==> config.mk <==
export PLATFORM = sky130hd
export DESIGN_NAME = key_debounce
export DESIGN_NICKNAME = d
export VERILOG_FILES = /design/src/rtl/key_debounce_pkg.sv /design/src/rtl/key_debounce_ch.sv /design/src/rtl/key_debounce.sv
export SDC_FILE = /design/constraint.sdc
export NUM_CORES = 1
export LEC_CHECK = 0
export CAP_MARGIN = 25
export CORE_MARGIN = 2
export CORE_UTILIZATION = 55
export DETAILED_ROUTE_END_ITERATION = 16
export PLACE_DENSITY = 0.72
export REMOVE_ABC_BUFFERS = 1
export SYNTH_ARGS = -nofsm -noshare
export SYNTH_HDL_FRONTEND = slang
export SYNTH_SLANG_ARGS = --single-unit
==> constraint.sdc <==
create_clock -name iclk -period 2.89 [get_ports iclk]
set_input_delay 0.289 -clock iclk [delete_from_list [all_inputs] [get_ports iclk]]
set_output_delay 0.289 -clock iclk [all_outputs]
set_load 0.05 [all_outputs]
==> src/rtl/key_debounce_pkg.sv <==
// Shared types and default timing for the key debouncer.
// Optional feature macro: KEY_DEBOUNCE_REPEAT_EN (auto-repeat on held keys).
package key_debounce_pkg;

  // Per-channel debounce FSM, 2-bit encoding.
  typedef enum logic [1:0] {
    KEY_RELEASED     = 2'd0,
    KEY_PRESS_WAIT   = 2'd1,
    KEY_HELD         = 2'd2,
    KEY_RELEASE_WAIT = 2'd3
  } key_state_t;

  // Default timing, 50 MHz board clock.
  localparam int DEF_NUM_KEYS        = 5;
  localparam int DEF_DEBOUNCE_CYCLES = 1000000;   // 20 ms
  localparam int DEF_REPEAT_DELAY    = 25000000;  // 500 ms
  localparam int DEF_REPEAT_PERIOD   = 10000000;  // 200 ms

  function automatic int max3(input int a, input int b, input int c);
    int m;
    m = (a > b) ? a : b;
    return (m > c) ? m : c;
  endfunction

  // One counter width covers stability and repeat timing.
  function automatic int cnt_width(input int db, input int rd, input int rp);
    return $clog2(max3(db, rd, rp) + 1);
  endfunction

endpackage

==> src/rtl/key_debounce_ch.sv <==
// One debounced push-button channel: 2-flop synchronizer, 4-state debounce
// FSM, registered level/press/release outputs.
// Optional feature macro: KEY_DEBOUNCE_REPEAT_EN adds an auto-repeat timer
// that re-pulses press_pulse while the key stays held.
module key_debounce_ch
  import key_debounce_pkg::*;
#(
  parameter int DEBOUNCE_CYCLES = DEF_DEBOUNCE_CYCLES,
  parameter int REPEAT_DELAY    = DEF_REPEAT_DELAY,
  parameter int REPEAT_PERIOD   = DEF_REPEAT_PERIOD
) (
  input  logic clk,
  input  logic rst,
  input  logic key_raw,
  output logic key_lvl,
  output logic press_pulse,
  output logic release_pulse
);

  localparam int CW = cnt_width(DEBOUNCE_CYCLES, REPEAT_DELAY, REPEAT_PERIOD);

  // Terminal count: the edge that sees the counter at DB_LAST is the
  // DEBOUNCE_CYCLES-th stable edge and commits the new level.
  localparam logic [CW-1:0] DB_LAST = CW'(DEBOUNCE_CYCLES - 1);

  logic [1:0]    sync;
  logic          key_s;
  key_state_t    state;
  logic [CW-1:0] cnt;

  // Two-flop synchronizer; idles high (released) out of reset.
  always_ff @(posedge clk) begin
    if (rst) sync <= 2'b11;
    else     sync <= {sync[0], key_raw};
  end

  assign key_s = sync[1];

`ifdef KEY_DEBOUNCE_REPEAT_EN
  localparam logic [CW-1:0] RD_LAST = CW'(REPEAT_DELAY - 1);
  localparam logic [CW-1:0] RP_LAST = CW'(REPEAT_PERIOD - 1);

  logic [CW-1:0] rpt_cnt;
  logic          rpt_first;   // still waiting for the long initial delay
`endif

  // Debounce FSM with registered outputs; counter stops at the terminal
  // value instead of wrapping.
  always_ff @(posedge clk) begin
    if (rst) begin
      state         <= KEY_RELEASED;
      cnt           <= '0;
      key_lvl       <= 1'b1;
      press_pulse   <= 1'b0;
      release_pulse <= 1'b0;
`ifdef KEY_DEBOUNCE_REPEAT_EN
      rpt_cnt       <= '0;
      rpt_first     <= 1'b1;
`endif
    end else begin
      press_pulse   <= 1'b0;
      release_pulse <= 1'b0;
`ifdef KEY_DEBOUNCE_REPEAT_EN
      // Repeat timer only runs while sitting in HELD; anything else clears it.
      rpt_cnt       <= '0;
      rpt_first     <= 1'b1;
`endif
      case (state)
        KEY_RELEASED: begin
          if (!key_s) begin
            state <= KEY_PRESS_WAIT;
            cnt   <= '0;
          end
        end

        KEY_PRESS_WAIT: begin
          if (key_s) begin
            state <= KEY_RELEASED;
            cnt   <= '0;
          end else if (cnt >= DB_LAST) begin
            state       <= KEY_HELD;
            cnt         <= '0;
            key_lvl     <= 1'b0;
            press_pulse <= 1'b1;
          end else begin
            cnt <= cnt + 1'b1;
          end
        end

        KEY_HELD: begin
          if (key_s) begin
            state <= KEY_RELEASE_WAIT;
            cnt   <= '0;
          end
`ifdef KEY_DEBOUNCE_REPEAT_EN
          else if (rpt_cnt >= (rpt_first ? RD_LAST : RP_LAST)) begin
            press_pulse <= 1'b1;
            rpt_cnt     <= '0;
            rpt_first   <= 1'b0;
          end else begin
            rpt_cnt   <= rpt_cnt + 1'b1;
            rpt_first <= rpt_first;
          end
`endif
        end

        KEY_RELEASE_WAIT: begin
          if (!key_s) begin
            state <= KEY_HELD;
            cnt   <= '0;
          end else if (cnt >= DB_LAST) begin
            state         <= KEY_RELEASED;
            cnt           <= '0;
            key_lvl       <= 1'b1;
            release_pulse <= 1'b1;
          end else begin
            cnt <= cnt + 1'b1;
          end
        end

        default: begin
          state <= KEY_RELEASED;
          cnt   <= '0;
        end
      endcase
    end
  end

endmodule

==> src/rtl/key_debounce.sv <==
// Multi-key debouncer: NUM_KEYS independent channels, active-low levels out,
// one-cycle press/release strobes.
// Optional feature macro: KEY_DEBOUNCE_REPEAT_EN (auto-repeat press pulses).
module key_debounce
  import key_debounce_pkg::*;
#(
  parameter int NUM_KEYS        = DEF_NUM_KEYS,
  parameter int DEBOUNCE_CYCLES = DEF_DEBOUNCE_CYCLES,
  parameter int REPEAT_DELAY    = DEF_REPEAT_DELAY,
  parameter int REPEAT_PERIOD   = DEF_REPEAT_PERIOD
) (
  input  logic                iclk,
  input  logic                irst,
  input  logic [NUM_KEYS-1:0] ikey_raw,
  output logic [NUM_KEYS-1:0] okey,
  output logic [NUM_KEYS-1:0] opress,
  output logic [NUM_KEYS-1:0] orelease
);

  // One fully independent channel per key.
  for (genvar g = 0; g < NUM_KEYS; g++) begin : g_ch
    key_debounce_ch #(
      .DEBOUNCE_CYCLES (DEBOUNCE_CYCLES),
      .REPEAT_DELAY    (REPEAT_DELAY),
      .REPEAT_PERIOD   (REPEAT_PERIOD)
    ) u_ch (
      .clk           (iclk),
      .rst           (irst),
      .key_raw       (ikey_raw[g]),
      .key_lvl       (okey[g]),
      .press_pulse   (opress[g]),
      .release_pulse (orelease[g])
    );
  end

endmodule

==> results.json, run 1 <==
{
  "rows": 42,
  "dp_hpwl_um": 10540,
  "hold_buffers": 0,
  "yosys.area.top_type": "dfxtp_1",
  "first_iter_violations": 480,
  "drc": 0,
  "core_area_sq_um": 13140,
  "cts_tree": "built",
  "grt_max_degree": 42,
  "grt_antenna_before_repair": 0,
  "cts.sinks": 160,
  "grt_util_met2_pct": 37.36,
  "avgSynthCellArea_sq_um": 8.424,
  "clock_power_share_pct": 48.4,
  "p_sw_share_pct": 21.57,
  "worst_r2r_path_depth": 7,
  "die_area_sq_um": 14310,
  "synth_ff_type": "dfxtp_1",
  "num_vias": 6313,
  "cp.arrival_ps": 2850,
  "finalHoldViolCount": 0,
  "cts_inserted_buffers": 17,
  "postRouteAntennaNets": 0,
  "grt_pass1_wl_um": 26520,
  "fin_crit_sh_pct": 86.74,
  "met1_usage_pct": 28.23,
  "synth_edf_count": 0,
  "relSlewSlack_pct": 41.58,
  "slew_violations": 0,
  "r2r-start": "g_ch[0].u_ch.cnt[11]",
  "grt_overflow": 0,
  "drive_gt1_share_pct": 7.779,
  "tns_ps": 0,
  "synth.top_cell.area_share_pct": 43.55,
  "synth_seq_cells": 160,
  "port_buffers": 21,
  "fillers": 1142,
  "area_growth_pct": 11.79,
  "cts_root_buffer": "clkbuf_16",
  "cts_buffer_depth": 2,
  "post_cts_resized": 0,
  "postSynth.asyncResetShare_pct": 0,
  "grt_pass1_vias": 5931,
  "grtUsageTotal_pct": 22.30,
  "setup_viol": 0,
  "ctsHtreeMaxLevel": 4,
  "netlist_instances": 873,
  "finClkSkew_ps": 11.45,
  "power_frac_seq_pct": 46.6,
  "wl_um": 15280,
  "worst_pin_slew_ps": 868.4,
  "via_per_inst": 5.933,
  "rsz0062_at_grt": "false",
  "start_util_pct": 55.98,
  "power.density_nw_per_um2": 591.3,
  "r2r_end": "g_ch[0].u_ch.cnt[16]",
  "layout.area.seq_sq_um": 3203,
  "clkTransAtPathRegs_ps": 60,
  "grt.busiest_layer": "met2",
  "worst-setup-path-type": "flip-flop to flip-flop",
  "status": "finished, final reports clean",
  "fp.dieW_um": 119.6,
  "multi_input_area_sq_um": 3826,
  "insertion_delay_ps": 430,
  "netlist_area_sq_um": 7355,
  "timing.final.crit_period_ps": 2507,
  "reg2reg_slack_ps": 380,
  "worstSetupStartpointType": "flip-flop",
  "drt-wirelength-per-cell_um": 14.36,
  "fmax_mhz": 398.9,
  "switching_power_w": 0.001049,
  "ys_top_cells_by_area": "dfxtp_1, o21ai_0, nand2_1",
  "max_cap_violations": 0,
  "synth.distinct_cells": 62,
  "gr-usage-met3_pct": 5.181,
  "worstHoldStart": "irst",
  "gp_congestion": 0.8217,
  "drt_pass1_iterations": 5,
  "critPathRequiredTime_ps": 3240,
  "hold_class": "input pin to flip-flop",
  "hold_depth": 2,
  "critPathCaptureType": "flip-flop",
  "synth_seq_area_share_pct": 43.55,
  "peakVddDrop_v": 0.0004303,
  "p_leak_nw": 2.820,
  "die_height_um": 119.6,
  "cp_max_fo": 11,
  "yosysWarnings": 0,
  "io-pin-count": 22,
  "internal_power_w": 0.003812,
  "fin_nets": 886,
  "cts_setup_buffers": 0,
  "timing.hold.ws_ps": 314.2,
  "p_comb_share_pct": 5.0
}
[cell type report]
class | count | area share [%]
diodes | 1 | 0.03044
repair buffers | 32 | 3.652
clock buffers | 23 | 5.692
multi-input cells | 651 | 46.54
well taps | 176 | 2.678
clock inverters | 9 | 1.902
inverters | 12 | 0.5479
flip-flops and latches | 160 | 38.96
[worst max-delay path by stage]
stage / end / slack, ps / start
finish: g_ch[0].u_ch.cnt[16] / 380 / g_ch[0].u_ch.cnt[11]
global route: g_ch[4].u_ch.cnt[16] / 120 / g_ch[4].u_ch.cnt[11]
CTS: g_ch[4].u_ch.cnt[2] / 420 / g_ch[4].u_ch.cnt[11]
detailed placement: g_ch[4].u_ch.cnt[2] / 430 / g_ch[4].u_ch.cnt[11]
global placement: g_ch[4].u_ch.cnt[5] / 480 / g_ch[4].u_ch.cnt[11]
floorplan: g_ch[3].u_ch.cnt[12] / 460 / g_ch[3].u_ch.cnt[11]
[flip-flops by register name, indices dropped and copies added, names as in the netlist, named ones only]
register,flops
g_ch.u_ch.state,5
g_ch.u_ch.sync,10
g_ch.u_ch.release_pulse,5
g_ch.u_ch.press_pulse,5
g_ch.u_ch.key_lvl,5
g_ch.u_ch.cnt,125
[stage by stage]
step	power [W]	instance area [sq um]	setup slack [ps]	instances	util, %
after detailed placement	0.002556	7595	433.0	1031	57.81
after global routing	0.005018	8219	123.7	1063	62.56
final	0.004861	8222	383.2	1064	62.58
after CTS	0.004901	8219	415.8	1063	62.56
after floorplan	0.002458	7074	462.7	823	-
after global placement	0.002550	7595	476.6	1031	57.81
[Yosys cell counts, drive strengths merged, types with 4 or more instances]
master,count
xnor2,16
a21o,10
nor3b,8
nand3,49
nor2,55
a21oi,46
o221ai,4
o211ai,4
nor4,15
and4,10
or3,19
mux2i,4
ha,5
nand2,87
and2,24
nor2b,14
xor2,17
a211oi,9
clkbuf,25
nand2b,11
o21ai,74
or2,14
dfxtp,160
inv,12
a311oi,6
a31oi,24
buf,25
and3,23
nor3,36
o31ai,10
or4,12
nand4,19
[placed cells by master, fill, tap and decap left out, types with 5 or more instances in the layout]
cell             netlist  final
xor2_1                17     17
nor2b_1               14     14
a21o_1                10     10
and4_1                10     10
o31ai_1               10     10
a31oi_1               24     24
o21ai_1                6      6
or2_2                 12     12
inv_1                 12     12
clkbuf_16              0     17
nor4_1                13     13
nand2_1               86     86
and3_1                23     23
nor3b_1                8      8
nand4_1               19     19
nor2_1                54     54
buf_4                 17     10
and2_1                22     22
or3_1                 19     19
clkdlybuf4s50_1        0     20
nor3_1                36     36
nand2b_1              11     11
a211oi_1               8      8
a311oi_1               6      6
or4_1                  8      8
a21oi_1               46     46
dfxtp_1              160    160
ha_1                   5      5
nand3_1               49     49
xnor2_1               16     16
o21ai_0               68     68
[power by group through the flow]
stage / clock, W / combinational [W] / sequential (W)
after floorplan: 0 / 0.000109 / 0.00235
after global placement: 0 / 0.000238 / 0.00231
after detailed placement: 0 / 0.000244 / 0.00231
after CTS: 0.00239 / 0.000245 / 0.00226
after global routing: 0.00248 / 0.000266 / 0.00227
final: 0.00235 / 0.000245 / 0.00226
[cells by family (layout without fill, tap and decap cells)]
logic type / after synthesis / count (layout) / synth area share (%)
fa+ha+maj: 5 / 5 / 0.8506
mux: 5 / 5 / 0.6975
simple gates: 403 / 403 / 29.47
flops: 160 / 160 / 43.55
compound gates: 205 / 205 / 17.08
other cells: 0 / 1 / 0
buf+inv: 62 / 76 / 4.423
xor+xnor: 33 / 33 / 3.930
[layer usage]
layer,share of wire [%],vias up
met5,0,-
met4,1.5,0
met3,3.7,31
met2,48,117
met1,47,2987
li1,-,3178
[critical path, stage by stage, from the launching register on]
cell      delay, ps
dfxtp_1         340
or4_1           560
o221ai_1        400
nand3_1         220
nor2_2          340
buf_4           250
a31oi_1         110
a31oi_1         200
Note: power is estimated with default switching activity, not from simulation.
==> inputs of run 2 (changes only) <==
Settings changed: PLACE_DENSITY 0.72 to unset, PLACE_DENSITY_LB_ADDON set to 0.3.
==> results.json, run 2 (synthesis results as in run 1) <==
{
  "final_cell_mix": "dfxtp_1, nand2_1, o21ai_0",
  "gp_congestion": 0.8433,
  "wl_met2_um": 7294,
  "largest_register_ffs": 125,
  "max_cap_violations": 0,
  "worstSetupStartpointType": "flip-flop",
  "cts_setup_buffers": 0,
  "power.density_nw_per_um2": 587.2,
  "postRouteAntennaNets": 0,
  "cpPeakStageDelay_ps": 670,
  "cp.arrival_ps": 2800,
  "core_area_sq_um": 13140,
  "hold_depth": 2,
  "relSlewSlack_pct": 37.33,
  "crit_chain": "or4_1 -> nor4_1 -> a2111o_1 -> nor2_1 -> o21ai_0 -> o31ai_1",
  "die_height_um": 119.6,
  "wl_um": 15100,
  "post_cts_resized": 0,
  "met3WireLength_um": 574,
  "fin_crit_sh_pct": 86.82,
  "n_antenna_cell": 0,
  "setup_viol": 0,
  "insertion_delay_ps": 430,
  "cts_inserted_buffers": 17,
  "num_vias": 6281,
  "critPathRequiredTime_ps": 3180,
  "finClkSkew_ps": 5.982,
  "cts_root_buffer": "clkbuf_16",
  "reg2reg_slack_ps": 380,
  "drive_gt1_share_pct": 8.005,
  "fmax_mhz": 398.5,
  "grt_overflow": 0,
  "fp.dieW_um": 119.6,
  "r2r_end": "g_ch[4].u_ch.cnt[5]",
  "finalHoldViolCount": 0,
  "first_iter_violations": 511,
  "cts.sinks": 160,
  "cts_buffer_depth": 2,
  "crit_family": "simple AND/OR/NAND/NOR gates",
  "status": "finished, final reports clean",
  "grt_max_degree": 26,
  "timing.final.crit_period_ps": 2509,
  "dp_hpwl_um": 10390,
  "hold_class": "input pin to flip-flop",
  "worstHoldStart": "irst",
  "via_per_inst": 5.909,
  "worst-setup-path-type": "flip-flop to flip-flop",
  "cp_max_fo": 23,
  "regMostFlops": "g_ch.u_ch.cnt",
  "drt_pass1_iterations": 5,
  "peakVddDrop_v": 0.0004990,
  "grtUsageTotal_pct": 22.00,
  "hold_buffers": 0,
  "rows": 42,
  "drc": 0,
  "grt_pass1_wl_um": 26190,
  "wl_met1_um": 6992,
  "place_area_sq_um": 7590,
  "timing.final.ws_setup_ps": 380.9,
  "r2r-start": "g_ch[4].u_ch.cnt[11]",
  "final_common_cell": "dfxtp_1",
  "slew_violations": 0,
  "drt-wirelength-per-cell_um": 14.21,
  "design_area_sq_um": 8207,
  "ctsHtreeMaxLevel": 4,
  "path_buf_inv": 0,
  "top_layer_used": "met4",
  "rsz0062_at_grt": "false",
  "critPathCaptureType": "flip-flop",
  "start_util_pct": 55.98,
  "tns_ps": 0,
  "grt_antenna_before_repair": 0,
  "cts_tree": "built",
  "worst_r2r_path_depth": 6,
  "fin_nets": 887,
  "io-pin-count": 22,
  "area_growth_pct": 11.59,
  "p_leak_nw": 2.826,
  "clkTransAtPathRegs_ps": 60,
  "port_buffers": 21,
  "grt_pass1_vias": 5871,
  "worstHoldEndpoint": "g_ch[3].u_ch.cnt[0]",
  "die_area_sq_um": 14310,
  "post-place-ws_ps": 424.6,
  "worst_pin_slew_ps": 931.5,
  "critPathSlowestCell": "a2111o_1",
  "reg.largest.list": "g_ch.u_ch.cnt (125), g_ch.u_ch.sync (10)"
}
run 2: worst max path at each step:
stage,to,startpoint,cells past startpoint,slack [ps]
4_1_cts,g_ch[4].u_ch.cnt[5],g_ch[4].u_ch.cnt[11],6,390
3_3_place_gp,g_ch[4].u_ch.cnt[5],g_ch[4].u_ch.cnt[11],6,480
3_5_place_dp,g_ch[4].u_ch.cnt[16],g_ch[4].u_ch.cnt[11],6,420
2_1_floorplan,g_ch[3].u_ch.cnt[12],g_ch[3].u_ch.cnt[11],6,460
5_1_grt,g_ch[4].u_ch.cnt[13],g_ch[4].u_ch.cnt[11],6,120
6_report,g_ch[4].u_ch.cnt[5],g_ch[4].u_ch.cnt[11],6,380
run 2: cell type report:
| cell class | instances | area (sq um) |
|---|---|---|
| inverter | 12 | 45.04 |
| fill | 1102 | 4931 |
| clock buffer | 23 | 488.0 |
| tap | 176 | 220.2 |
| multi-input combinational | 651 | 3826 |
| sequential | 160 | 3203 |
| clock inverter | 8 | 128.9 |
| timing repair buffer | 33 | 295.3 |
run 2: stage by stage:
step	instances	hold slack [ps]	power (W)	util, %
after floorplan	823	358.1	0.002458	-
after global placement	1032	394.3	0.002547	57.77
after detailed placement	1032	401.2	0.002553	57.77
after CTS	1063	257.8	0.004869	62.47
after global routing	1063	259.4	0.004983	62.47
final	1063	259.8	0.004819	62.47
run 2: routing by layer:
metal / global-route usage (%) / vias to the layer above
li1: - / 3163
met1: 27.88 / 2962
met2: 36.36 / 129
met3: 5.561 / 27
met4: 7.941 / 0
met5: 0 / -
run 2: power breakdown:
group          internal, W  leakage (nW)  switching (W)  total [W]
sequential         0.00223          1.29      0.0000312    0.00227
combinational    0.0000862          1.23       0.000156   0.000242
clock              0.00145         0.299       0.000863    0.00231
==> inputs of run 3 (changes only) <==
Settings changed: CTS_BUF_LIST set to sky130_fd_sc_hd__clkbuf_8.
==> results.json, run 3 (synthesis results as in run 1) <==
{
  "status": "finished, final reports clean",
  "largest_register_ffs": 125,
  "power.density_nw_per_um2": 527.6,
  "crit_chain": "or4_1 -> nor4_1 -> a2111o_1 -> nor2_1 -> o21ai_0 -> o31ai_1",
  "hold_class": "input pin to flip-flop",
  "relSlewSlack_pct": 33.89,
  "cp.arrival_ps": 2820,
  "reg.largest.list": "g_ch.u_ch.cnt (125), g_ch.u_ch.sync (10)",
  "cts_buffer_depth": 2,
  "grt_pass1_vias": 5842,
  "internal_power_w": 0.003255,
  "grtUsageTotal_pct": 21.75,
  "grt_overflow": 0,
  "worst-setup-path-type": "flip-flop to flip-flop",
  "final_cell_mix": "dfxtp_1, nand2_1, o21ai_0",
  "p_comb_share_pct": 5.7,
  "first_iter_violations": 511,
  "power_frac_seq_pct": 53.5,
  "ctsHtreeMaxLevel": 4,
  "critPathSlowestCell": "a2111o_1",
  "gp_congestion": 0.8433,
  "post_cts_resized": 0,
  "num_vias": 6259,
  "drt-wirelength-per-cell_um": 14.05,
  "regMostFlops": "g_ch.u_ch.cnt",
  "final_common_cell": "dfxtp_1",
  "die_height_um": 119.6,
  "switching_power_w": 0.0009742,
  "cts_setup_buffers": 0,
  "grt_antenna_before_repair": 0,
  "die_area_sq_um": 14310,
  "rows": 42,
  "grt_pass1_wl_um": 26020,
  "finalHoldViolCount": 0,
  "cp_max_fo": 23,
  "worst_pin_slew_ps": 982.5,
  "fmax_mhz": 399.8,
  "fin_crit_sh_pct": 86.54,
  "insertion_delay_ps": 460,
  "clock_power_share_pct": 40.8,
  "layout.area.seq_sq_um": 3203,
  "grt_max_degree": 26,
  "fin_nets": 887,
  "cts.sinks": 160,
  "start_util_pct": 55.98,
  "drt_pass1_iterations": 5,
  "n_antenna_cell": 0,
  "port_buffers": 21,
  "peakVddDrop_v": 0.0004057,
  "fillers": 1126,
  "p_leak_nw": 2.747,
  "wl_um": 14940,
  "setup_viol": 0,
  "p_sw_share_pct": 23.04,
  "worstSetupStartpointType": "flip-flop",
  "max_cap_violations": 0,
  "timing.final.crit_period_ps": 2501,
  "dp_hpwl_um": 10390,
  "hold_buffers": 0,
  "cts_root_buffer": "clkbuf_8",
  "io-pin-count": 22,
  "critPathCaptureType": "flip-flop",
  "drive_gt1_share_pct": 8.005,
  "critPathRequiredTime_ps": 3210,
  "drc": 0,
  "fp.dieW_um": 119.6,
  "cts_tree": "built",
  "multi_input_area_sq_um": 3826,
  "clkTransAtPathRegs_ps": 80,
  "cpPeakStageDelay_ps": 670,
  "rsz0062_at_grt": "false",
  "via_per_inst": 5.888,
  "timing.hold.ws_ps": 227.7,
  "area_growth_pct": 8.983,
  "tns_ps": 0,
  "slew_violations": 0,
  "finClkSkew_ps": 11.19,
  "core_area_sq_um": 13140,
  "cts_inserted_buffers": 17,
  "postRouteAntennaNets": 0
}
-- run 3: final cells by class --
cell class                      count  area share [%]
Tap cell                          176           2.747
Sequential cell                   160           39.96
Inverter                           12          0.5620
Multi-Input combinational cell    651           47.74
Timing Repair Buffer               33           3.684
Clock inverter                     10           1.702
Clock buffer                       21           3.606
-- run 3: per-layer routing --
| layer | GRT usage (%) | vias to the layer above | wire (um) |
|---|---|---|---|
| met5 | 0 | - | 0 |
| met4 | 7.794 | 0 | 223 |
| met3 | 5.751 | 24 | 629 |
| met2 | 35.54 | 135 | 7172 |
| met1 | 27.78 | 2930 | 6913 |
| li1 | - | 3170 | - |
-- run 3: path summary, 6_finish.rpt --
path | start | end | slack (ps) | depth (start not counted)
hold / removal | irst | g_ch[3].u_ch.cnt[0] | 230 | 2
setup / recovery | g_ch[4].u_ch.cnt[12] | g_ch[4].u_ch.cnt[5] | 390 | 6
hold reg to reg | g_ch[3].u_ch.sync[0] | g_ch[3].u_ch.sync[1] | 410 | 1
setup reg to reg | g_ch[4].u_ch.cnt[12] | g_ch[4].u_ch.cnt[5] | 390 | 6
-- run 3: power by group through the flow --
stage | Combinational, W | Clock [W] | Sequential (W)
finish | 0.000242 | 0.00172 | 0.00226
global route | 0.000265 | 0.00186 | 0.00227
CTS | 0.000242 | 0.00178 | 0.00226
detailed placement | 0.000240 | 0 | 0.00231
global placement | 0.000235 | 0 | 0.00231
floorplan | 0.000109 | 0 | 0.00235
-- run 3: metrics by stage --
stage                     area (sq um)  cells  utilization, %  setup WS, ps  power [W]
after floorplan                   7074    823               -         462.7   0.002458
after global placement            7590   1032           57.77         485.0   0.002547
after detailed placement          7590   1032           57.77         424.6   0.002553
after CTS                         8015   1063           61.01         391.2   0.004281
after global routing              8015   1063           61.01         114.8   0.004394
final                             8015   1063           61.01         389.0   0.004229
-- run 3: worst max-delay path, delay by kind of cell, from the launching register on --
| kind | cells | cell delay (ps) |
|---|---|---|
| compound gates | 3 | 930 |
| flops | 1 | 350 |
| simple gates | 3 | 1090 |
